**src/rtl/cnn_result_collector.sv**
```systemverilog
// Collects one frame of two-per-beat CNN class scores, tracks the signed argmax,
// and holds results plus the score buffer stable for readout until the next frame.
module cnn_result_collector #(
  parameter int unsigned NUM_CLASSES = 10,
  parameter int unsigned DATA_W      = 8,
  parameter int unsigned ADDR_W      = 4
) (
  input  logic              clk,
  input  logic              rst,
  input  logic              sta_i,
  input  logic              valid_i,
  input  logic [DATA_W-1:0] data1_i,
  input  logic [DATA_W-1:0] data2_i,
  input  logic [ADDR_W-1:0] rd_addr,
  input  logic              rd_en,
  output logic [DATA_W-1:0] rd_data,
  output logic              busy_o,
  output logic              done_o,
  output logic [ADDR_W-1:0] class_o,
  output logic [DATA_W-1:0] max_o,
  output logic [7:0]        frame_cnt,
  output logic              err_o
);

  localparam int unsigned     CNT_W      = 8;
  localparam logic [ADDR_W:0] NUM_CLS_EX = (ADDR_W+1)'(NUM_CLASSES);
  localparam logic [ADDR_W-1:0] LAST_IDX = ADDR_W'(NUM_CLASSES - 2);

  typedef enum logic [1:0] {
    IDLE    = 2'd0,
    COLLECT = 2'd1,
    DONE    = 2'd2
  } state_e;

  state_e state_q, state_d;

  logic [ADDR_W-1:0] idx_q, idx_d;
  logic [DATA_W-1:0] run_max_q, run_max_d;
  logic [ADDR_W-1:0] run_cls_q, run_cls_d;
  logic [ADDR_W-1:0] class_q, class_d;
  logic [DATA_W-1:0] max_q, max_d;
  logic [CNT_W-1:0]  frame_cnt_q, frame_cnt_d;
  logic              err_q, err_d;
  logic              busy_q, busy_d;
  logic              done_q, done_d;
  logic [DATA_W-1:0] rd_data_q;
  logic [DATA_W-1:0] score_q [NUM_CLASSES];

  logic beat, final_beat, restart, stray;
  logic c1_wins, c2_wins;
  logic [DATA_W-1:0] m1, m2;
  logic [ADDR_W-1:0] k1, k2;
  logic [ADDR_W-1:0] idx_odd;
  logic              rd_in_range;

  // State register
  always_ff @(posedge clk) begin
    if (rst) state_q <= IDLE;
    else     state_q <= state_d;
  end

  // Next-state logic; sta_i always wins over valid_i
  always_comb begin
    state_d = state_q;
    case (state_q)
      IDLE, DONE: begin
        if (sta_i) state_d = COLLECT;
      end
      COLLECT: begin
        if (sta_i)                          state_d = COLLECT;
        else if (valid_i && idx_q == LAST_IDX) state_d = DONE;
      end
      default: state_d = IDLE;
    endcase
  end

  // Control decode from current state and inputs
  always_comb begin
    beat       = 1'b0;
    final_beat = 1'b0;
    restart    = 1'b0;
    stray      = 1'b0;
    case (state_q)
      COLLECT: begin
        restart    = sta_i;
        beat       = valid_i && !sta_i;
        final_beat = beat && (idx_q == LAST_IDX);
      end
      IDLE, DONE: begin
        stray = valid_i && !sta_i;
      end
      default: ;
    endcase
  end

  // Argmax within a beat: c1 then c2, strict compare keeps the lower index on ties
  always_comb begin
    idx_odd = idx_q + ADDR_W'(1);
    c1_wins = (idx_q == '0) || ($signed(data1_i) > $signed(run_max_q));
    m1      = c1_wins ? data1_i : run_max_q;
    k1      = c1_wins ? idx_q   : run_cls_q;
    c2_wins = $signed(data2_i) > $signed(m1);
    m2      = c2_wins ? data2_i : m1;
    k2      = c2_wins ? idx_odd : k1;
  end

  // Next values for the datapath registers
  always_comb begin
    idx_d       = idx_q;
    run_max_d   = run_max_q;
    run_cls_d   = run_cls_q;
    class_d     = class_q;
    max_d       = max_q;
    frame_cnt_d = frame_cnt_q;
    err_d       = err_q || restart || stray;
    busy_d      = (state_d == COLLECT);
    done_d      = (state_d == DONE);
    if (sta_i) begin
      idx_d = '0;
    end else if (beat) begin
      idx_d     = idx_q + ADDR_W'(2);
      run_max_d = m2;
      run_cls_d = k2;
      if (final_beat) begin
        class_d     = k2;
        max_d       = m2;
        frame_cnt_d = frame_cnt_q + CNT_W'(1);
      end
    end
  end

  always_ff @(posedge clk) begin
    if (rst) begin
      idx_q       <= '0;
      run_max_q   <= '0;
      run_cls_q   <= '0;
      class_q     <= '0;
      max_q       <= '0;
      frame_cnt_q <= '0;
      err_q       <= 1'b0;
      busy_q      <= 1'b0;
      done_q      <= 1'b0;
    end else begin
      idx_q       <= idx_d;
      run_max_q   <= run_max_d;
      run_cls_q   <= run_cls_d;
      class_q     <= class_d;
      max_q       <= max_d;
      frame_cnt_q <= frame_cnt_d;
      err_q       <= err_d;
      busy_q      <= busy_d;
      done_q      <= done_d;
    end
  end

  // Score buffer: one even/odd pair written per accepted beat
  always_ff @(posedge clk) begin
    if (rst) begin
      for (int i = 0; i < int'(NUM_CLASSES); i++) score_q[i] <= '0;
    end else if (beat) begin
      score_q[idx_q]   <= data1_i;
      score_q[idx_odd] <= data2_i;
    end
  end

  // Registered readout; out-of-range indices read as zero
  assign rd_in_range = ({1'b0, rd_addr} < NUM_CLS_EX);

  always_ff @(posedge clk) begin
    if (rst)        rd_data_q <= '0;
    else if (rd_en) rd_data_q <= rd_in_range ? score_q[rd_addr] : '0;
  end

  assign rd_data   = rd_data_q;
  assign busy_o    = busy_q;
  assign done_o    = done_q;
  assign class_o   = class_q;
  assign max_o     = max_q;
  assign frame_cnt = frame_cnt_q;
  assign err_o     = err_q;

endmodule

```
**config.mk**
```make
export PLATFORM = sky130hd
export DESIGN_NAME = cnn_result_collector
export DESIGN_NICKNAME = d
export VERILOG_FILES = /design/src/rtl/cnn_result_collector.sv
export SDC_FILE = /design/constraint.sdc
export NUM_CORES = 1
export LEC_CHECK = 0
export CAP_MARGIN = 15
export CORE_MARGIN = 2
export CORE_UTILIZATION = 27
export CTS_BUF_LIST = sky130_fd_sc_hd__clkbuf_2
export CTS_CLUSTER_DIAMETER = 30
export DETAILED_ROUTE_END_ITERATION = 7
export HOLD_SLACK_MARGIN = 0.12
export PLACE_DENSITY_LB_ADDON = 0.08
export SLEW_MARGIN = 40
export SYNTH_ARGS = -nofsm -noshare
export SYNTH_HDL_FRONTEND = slang
export SYNTH_SLANG_ARGS = --single-unit
```
**constraint.sdc**
```tcl
create_clock -name clk -period 11.2 [get_ports clk]
set_input_delay 1.12 -clock clk [delete_from_list [all_inputs] [get_ports clk]]
set_output_delay 1.12 -clock clk [all_outputs]
set_load 0.005 [all_outputs]
```
Word level (Yosys, flattened, before mapping). Memories as Yosys holds them, arrays and structs flattened. Cells that the tools add are included.

Bits of input ports: 25. Bits in writable memories: 80. Register bits: 49. Memories kept: 1. Output and inout port bits: 31.

Bitwise gates (word level): 1. Add/sub/neg operators: 3. Reduce and logical (&&, ||, !) cells: 15. Magnitude comparators: 3. Equal/unequal tests: 5. Muxes and demuxes: 24.

Memory list: score_q (depth 10, width 8, read ports 1, clocked after Yosys merged registers in 0, write ports 10, RTL line 47) `logic [DATA_W-1:0] score_q [NUM_CLASSES];`.

Operator list (count): $mux 8 (5); $gt 8x8->1 (2); $mux 4 (4); $reduce_or 8->1 (2); $mux 1 (11); $add 8x1->8 const B (1); $mux 2 (3); $add 4x1->4 const B (1); $add 4x2->4 const B (1); $eq 2x1->1 const B (2); $eq 2x2->1 const B (2); $eq 4x4->1 const B (1); $logic_not 4->1 (1); $lt 4x4->1 const B (1); $pmux 2 s2 (1); $reduce_or 2->1 (2); $logic_and 1x1->1 (3); $logic_or 1x1->1 (3); $reduce_and 3->1 (1); $logic_not 2->1 (1); $reduce_and 2->1 (1); $logic_not 1->1 (1); $not 1->1 (1).

Longest topological paths before layout.
Depth in word-level cells: 8. Gate-level depth with buffers: 16. Depth with buffers taken out: 14.

Worst setup path after synthesis. OpenSTA, ideal clock, no wires.

Kind: input port to flip-flop. Start: in data1_i[7]. End: reg run_max_q[0]. Slack: 6944 ps. Cell stages on the path: 14. Data arrival time: 4134 ps. Data required time: 11078 ps. Path through: ha_1 > nand4_1 > o22ai_1 > a31oi_4 > nor2_4 > mux2i_1 > ha_1 > and4_4 > a41o_1 > a32oi_4 > o31ai_4 > nor2b_4 > buf_6 > a221o_1.

Cells in the longest elaborated chain, start to end: 5.

Ends and longest elaborated chain: start, declared (RTL line 12) `input logic [DATA_W-1:0] data1_i,`; $gt 8x8->1 (RTL line 99) `c1_wins = (idx_q == '0) || ($signed(data1_i) > $signed(run_max_q));`; $logic_or 1x1->1 (RTL line 99); $mux 8 * (RTL line 100) `m1 = c1_wins ? data1_i : run_max_q;`; $gt 8x8->1 (RTL line 102) `c2_wins = $signed(data2_i) > $signed(m1);`; $mux 8 * (RTL line 103) `m2 = c2_wins ? data2_i : m1;`; end signal, assigned (RTL line 145) `run_max_q <= run_max_d;`; end, declared (RTL line 38) `logic [DATA_W-1:0] run_max_q, run_max_d;`.

Every way passes the cells marked *; elsewhere a longest branch is shown, timed or not. A chain may end at the register's enable or synchronous reset.

Worst setup path in the final report.
Start: in data1_i[7]. End: reg run_max_q[7].

Same word-level chain as after synthesis.

==> impl_metrics.ini <==
[status]
status = finished clean

[clock_network]
clkLatencyLatePin_ns = 0.71
hold_buffers = 0
numCtsBuffers = 17
cts_tree = done
cts-root-buf = clkbuf_2
clk_pin_slew_ns = 0.18
cts_setup_buffers = 0
post_cts_resized = 0
htreeDepth = 4
cts.path.max_buffers = 2
cts.sink_count = 128

[synthesis]
async_flop_share = 0
ys_warn_count = 0
syn_area_per_cell_um2 = 12.2
synthCells = 538
ys_top_cells_by_area = edfxtp_1, dfxtp_1, and2_1, mux4_2, ha_1
synth_cell_types = 64
synth_seq_cells = 128
synth_top_area_share = 0.367
ys_seq_area_frac = 0.514
synth_nets = 582
synth_edf_count = 80
synthesis.area_mm2 = 0.00655
synth_top_cell_by_area = edfxtp_1
synth_ff_type = edfxtp_1

[floorplanning]
die_area_mm2 = 0.0255
die_w_um = 160
dieHeight_um = 160
num_rows = 56
initial_core_util = 0.277
io_pins = 56
core_area_mm2 = 0.0236

[global_route]
grt_remaining_overflow = 0
grt_antenna_before_repair = 0
use_met2 = 0.239
top_usage_layer = met2
grtUsageMet1 = 0.194
grt_pass1_wl_um = 28100
met3_usage = 0.0294
grt_max_degree = 64
grt_pass1_vias = 4579
grt_usage = 0.144

[critical_path]
cp.required_ns = 11.80
worstSetupPathType = input port to flop
end_kind = flop
cp.arrival_ns = 5.63
critPathLaunchType = input port
cp_max_fo = 23
r2r_setup_slack_ns = 6.54

[sta]
fin_worst_skew_ns = 0.0280
hold_viol_final = 0
setup_violations = 0
period_share = 0.449
maxSlewViolCount = 0
rsz0062_at_grt = no
timing.slew.headroom = 0.451
tightest_slew_ns = 0.820
fmax_mhz = 199
worst_slack_ns = 6.17
period_minus_slack_ns = 5.03
tns_ns = 0

[route]
routedWlPerCell_um = 19.4
vias_per_cell = 4.66
drc = 0
drt-total-wl_um = 17500
vias = 4214
drtPass1Iterations = 4
drtIter0Drc = 248
ant_nets = 0

[place]
port_buffers = 55
dp_hpwl_um = 11900
globalplace.congestion = 0.749
post-place-ws_ns = 5.38

[flow_run]
cap_violations = 0

[finish]
syn_to_final_growth_pct = 14.9
drive_gt1_frac = 0.166
diodes = 0
nets = 617
finalCoreUtilization = 0.319

[power_and_ir_drop]
power.density_mw_per_mm2 = 124
ir_worst_vdd_v = 0.0000473
power_uw = 930
p_leak_nw = 2.73

[min_path]
hp-class = flop to flop
## through the flow
| step | cell area, µm² | hold WS [ns] | std cells |
|---|---|---|---|
| finish | 7520 | 0.504 | 905 |
| global route | 7520 | 0.527 | 905 |
| CTS | 7510 | 0.508 | 904 |
| detailed placement | 7270 | 0.480 | 872 |
| global placement | 7270 | 0.471 | 872 |
| floorplan | 6550 | 0.463 | 538 |
## worst max-delay path, cell delays in order
cell and delay, ns:
clkdlybuf4s50_1 0.63, ha_1 0.48, nand4_1 0.17, o22ai_1 0.25, a31oi_4 0.10, nor2_4 0.36, mux2i_1 0.39, ha_1 0.30
and4_4 0.19, a41o_1 0.26, a32oi_4 0.62, o31ai_4 0.16, nor2b_4 0.22, a221o_1 0.38
## where the power goes
group / leakage, nW / total (mW) / internal, mW / switching [mW]
Sequential: 1.21 / 0.521 / 0.515 / 0.00593
Combinational: 1.35 / 0.103 / 0.0428 / 0.0601
Clock: 0.156 / 0.306 / 0.123 / 0.183
## state kept, by name (all words and copies together) (netlist names)
register / flops
done_o: 1
err_o: 1
class_o: 4
score_q: 80
frame_cnt: 8
run_max_q: 8
rd_data: 8
state_q: 2
busy_o: 1
max_o: 8
idx_q: 3
run_cls_q: 4
## path summary, 6_finish.rpt
check,startpoint,end,depth (start not counted)
worst max-delay path,data1_i[7],run_max_q[7]$_SDFFE_PP0P_,14
worst min-delay path,rd_data[7]$_SDFFE_PP0P_,rd_data[7]$_SDFFE_PP0P_,2
worst max register to register,idx_q[1]$_SDFFE_PP0P_,run_max_q[7]$_SDFFE_PP0P_,14
worst min register to register,rd_data[7]$_SDFFE_PP0P_,rd_data[7]$_SDFFE_PP0P_,2
## layer usage
| metal | share of wire | wire [µm] |
|---|---|---|
| met5 | 0 | 0 |
| met2 | 0.47 | 8260 |
| met1 | 0.49 | 8550 |
| met3 | 0.028 | 499 |
| met4 | 0.012 | 204 |
## area by class of cell
cell class / instances / area [µm²]
Inverter: 22 / 82.6
Timing Repair Buffer: 61 / 594
Clock buffer: 19 / 95.1
Clock inverter: 13 / 145
Sequential cell: 128 / 3360
Tap cell: 319 / 399
Fill cell: 2422 / 16100
Multi-Input combinational cell: 343 / 2840
## synth_stat cells (6+ instances only)
library cell	count
nor2_1	32
mux4_2	16
edfxtp_1	80
o221ai_2	7
mux2i_1	12
nor4_1	7
a211oi_1	14
nand2b_1	8
clkbuf_1	11
mux2_2	9
or2_2	7
a2bb2oi_1	7
nand2_1	24
and3_1	11
inv_1	21
nand4b_1	7
buf_2	18
o21ai_1	10
ha_1	19
xor2_1	6
a22oi_1	9
nor3_1	8
a221o_1	8
and2_1	65
dfxtp_1	48
buf_4	8
## layout by cell type (no fill, tap or decap), types with 6 or more instances in the layout
cell type and n:
a22oi_1 9, clkdlybuf4s50_1 54, mux4_2 16, ha_1 19
mux2_2 9, clkbuf_2 19, a2bb2oi_1 7, edfxtp_1 80
o21ai_1 10, and2_1 65, clkinv_2 6, nor2_1 32
or2_2 7, a221o_1 8, nor4_1 7, nand2b_1 8
mux2i_1 12, dfxtp_1 47, and3_1 11, nand4b_1 7
a211oi_1 14, o221ai_2 7, xor2_1 6, nand2_1 24
nor3_1 8, inv_1 21
## logic make-up after synthesis
| family | after synthesis | share of synthesized area |
|---|---|---|
| and+or+nand+nor | 204 | 0.193 |
| adders and majority gates | 19 | 0.0363 |
| AOI/OAI and AO/OA | 74 | 0.104 |
| muxes | 37 | 0.0889 |
| buffers and inverters | 67 | 0.0524 |
| DFF | 128 | 0.514 |
| xor gates and xnor gates | 9 | 0.0120 |
Note: power is estimated with default switching activity, not from simulation.
==> RTL edit (same settings) <==
Re-encode `state_e` (3 states) as one-hot, 3 bits wide.
--- a/src/rtl/cnn_result_collector.sv
+++ b/src/rtl/cnn_result_collector.sv
@@ -26,10 +26,10 @@
   localparam logic [ADDR_W:0] NUM_CLS_EX = (ADDR_W+1)'(NUM_CLASSES);
   localparam logic [ADDR_W-1:0] LAST_IDX = ADDR_W'(NUM_CLASSES - 2);
 
-  typedef enum logic [1:0] {
-    IDLE    = 2'd0,
-    COLLECT = 2'd1,
-    DONE    = 2'd2
+  typedef enum logic [2:0] {
+    IDLE    = 3'b001,
+    COLLECT = 3'b010,
+    DONE    = 3'b100
   } state_e;
 
   state_e state_q, state_d;
Behaviour: no difference found for any inputs over 4 cycles, from zero or initial values and one cycle with rst high; so few cycles prove little.
==> RTL edit against the original RTL <==
- cell count grew 2.3%
- synthesized area shrank 2.8%
- worst hold slack lost 0.023 ns
- power grew 0.66%
- synthesized cell count grew 3.0%
- setup slack lost 0.27 ns
- routed wire length grew 0.32%
- sequential cell count grew 1
- die area shrank 2.7%
- cell area shrank 1.1%
- largest cell class unchanged
==> RTL edit: results (changes against the original RTL) <==
- Status: finished clean
- Most common library cells after synthesis: sky130_fd_sc_hd__edfxtp_1, sky130_fd_sc_hd__and2_1, sky130_fd_sc_hd__nand2_1
- Clock edge transition at the registers on the reported setup and hold paths: 0.20 ns (+0.02 ns)
- Fraction of cell area in non-clock buffers: 8.17% (+0.27 points)
- DRT iter0 DRCs: 226 (-8.9%)
- Seq cells: 129 (+0.78%)
- Final critical path time including I/O delays and setup: 5.30 ns (+0.273 ns)
- Number of inverters outside the clock class in the layout: 17 (-23%)
- Max-slew headroom at the worst pin: 47.4% (+2.3 points)
- Maximum number of pins on one net before global-route repair: 46 (-28%)
- Number of diodes: 1 (+1)
- Hold path startpoint: run_cls_q[1]
- Lkg Pwr: 2.58 nW (-5.2%)
- Number of buffers outside the clock class in the layout: 63 (+3.3%)
- Synth Area in Compound Gates: 11.2% (+0.77 points)
- Xor-xnor portion of the synthesized cell area: 1.24% (+0.035 points)
- Largest driver fanout on the critical path: 22 (-4.3%)
- Met2 layer wire length in the routed design: 8570 um (+3.8%)
- Net count reported at finish: 637 (+3.2%)
- Via count of the first global-routing pass: 4,400 (-3.9%)
- Number of antenna violations at the first check in global routing: 1 (+1)
- Multi-input logic area: 2720 um2 (-4.3%)
- Routability congestion estimate: 0.716 (-4.4%)
- Tightest hold margin: 0.481 ns (-0.0234 ns)
- Final Routed Wirelength: 17,600 um (+0.32%)
- Synthesized Nets: 598 (+2.7%)
- Sequential cell area: 3380 um2 (+0.56%)
- Met2 Track Usage GR: 25.3% (+1.4 points)
- Number of multi-input combinational cells: 365 (+6.4%)
RTL edit: cell types whose count changed in the layout (fill, tap and decap cells not counted), moves of 7 or more:
cell	change
sky130_fd_sc_hd__o21ai_1	-10
sky130_fd_sc_hd__a21oi_1	+7
sky130_fd_sc_hd__and3_1	-10
sky130_fd_sc_hd__nand2_1	+28
sky130_fd_sc_hd__nand4b_1	-7
sky130_fd_sc_hd__o22ai_1	+15
sky130_fd_sc_hd__a221o_1	-8
sky130_fd_sc_hd__o21ai_0	+10
sky130_fd_sc_hd__a2bb2oi_1	+8
sky130_fd_sc_hd__o2bb2ai_1	+7
sky130_fd_sc_hd__o221ai_2	-7
RTL edit: through the flow:
stage	cells	total power, mW	area, um2
final	926	0.936	7440
after detailed placement	891	0.624	7150
after global placement	891	0.623	7160
after CTS	923	0.951	7410
after floorplan	554	0.584	6360
after global routing	926	0.982	7440
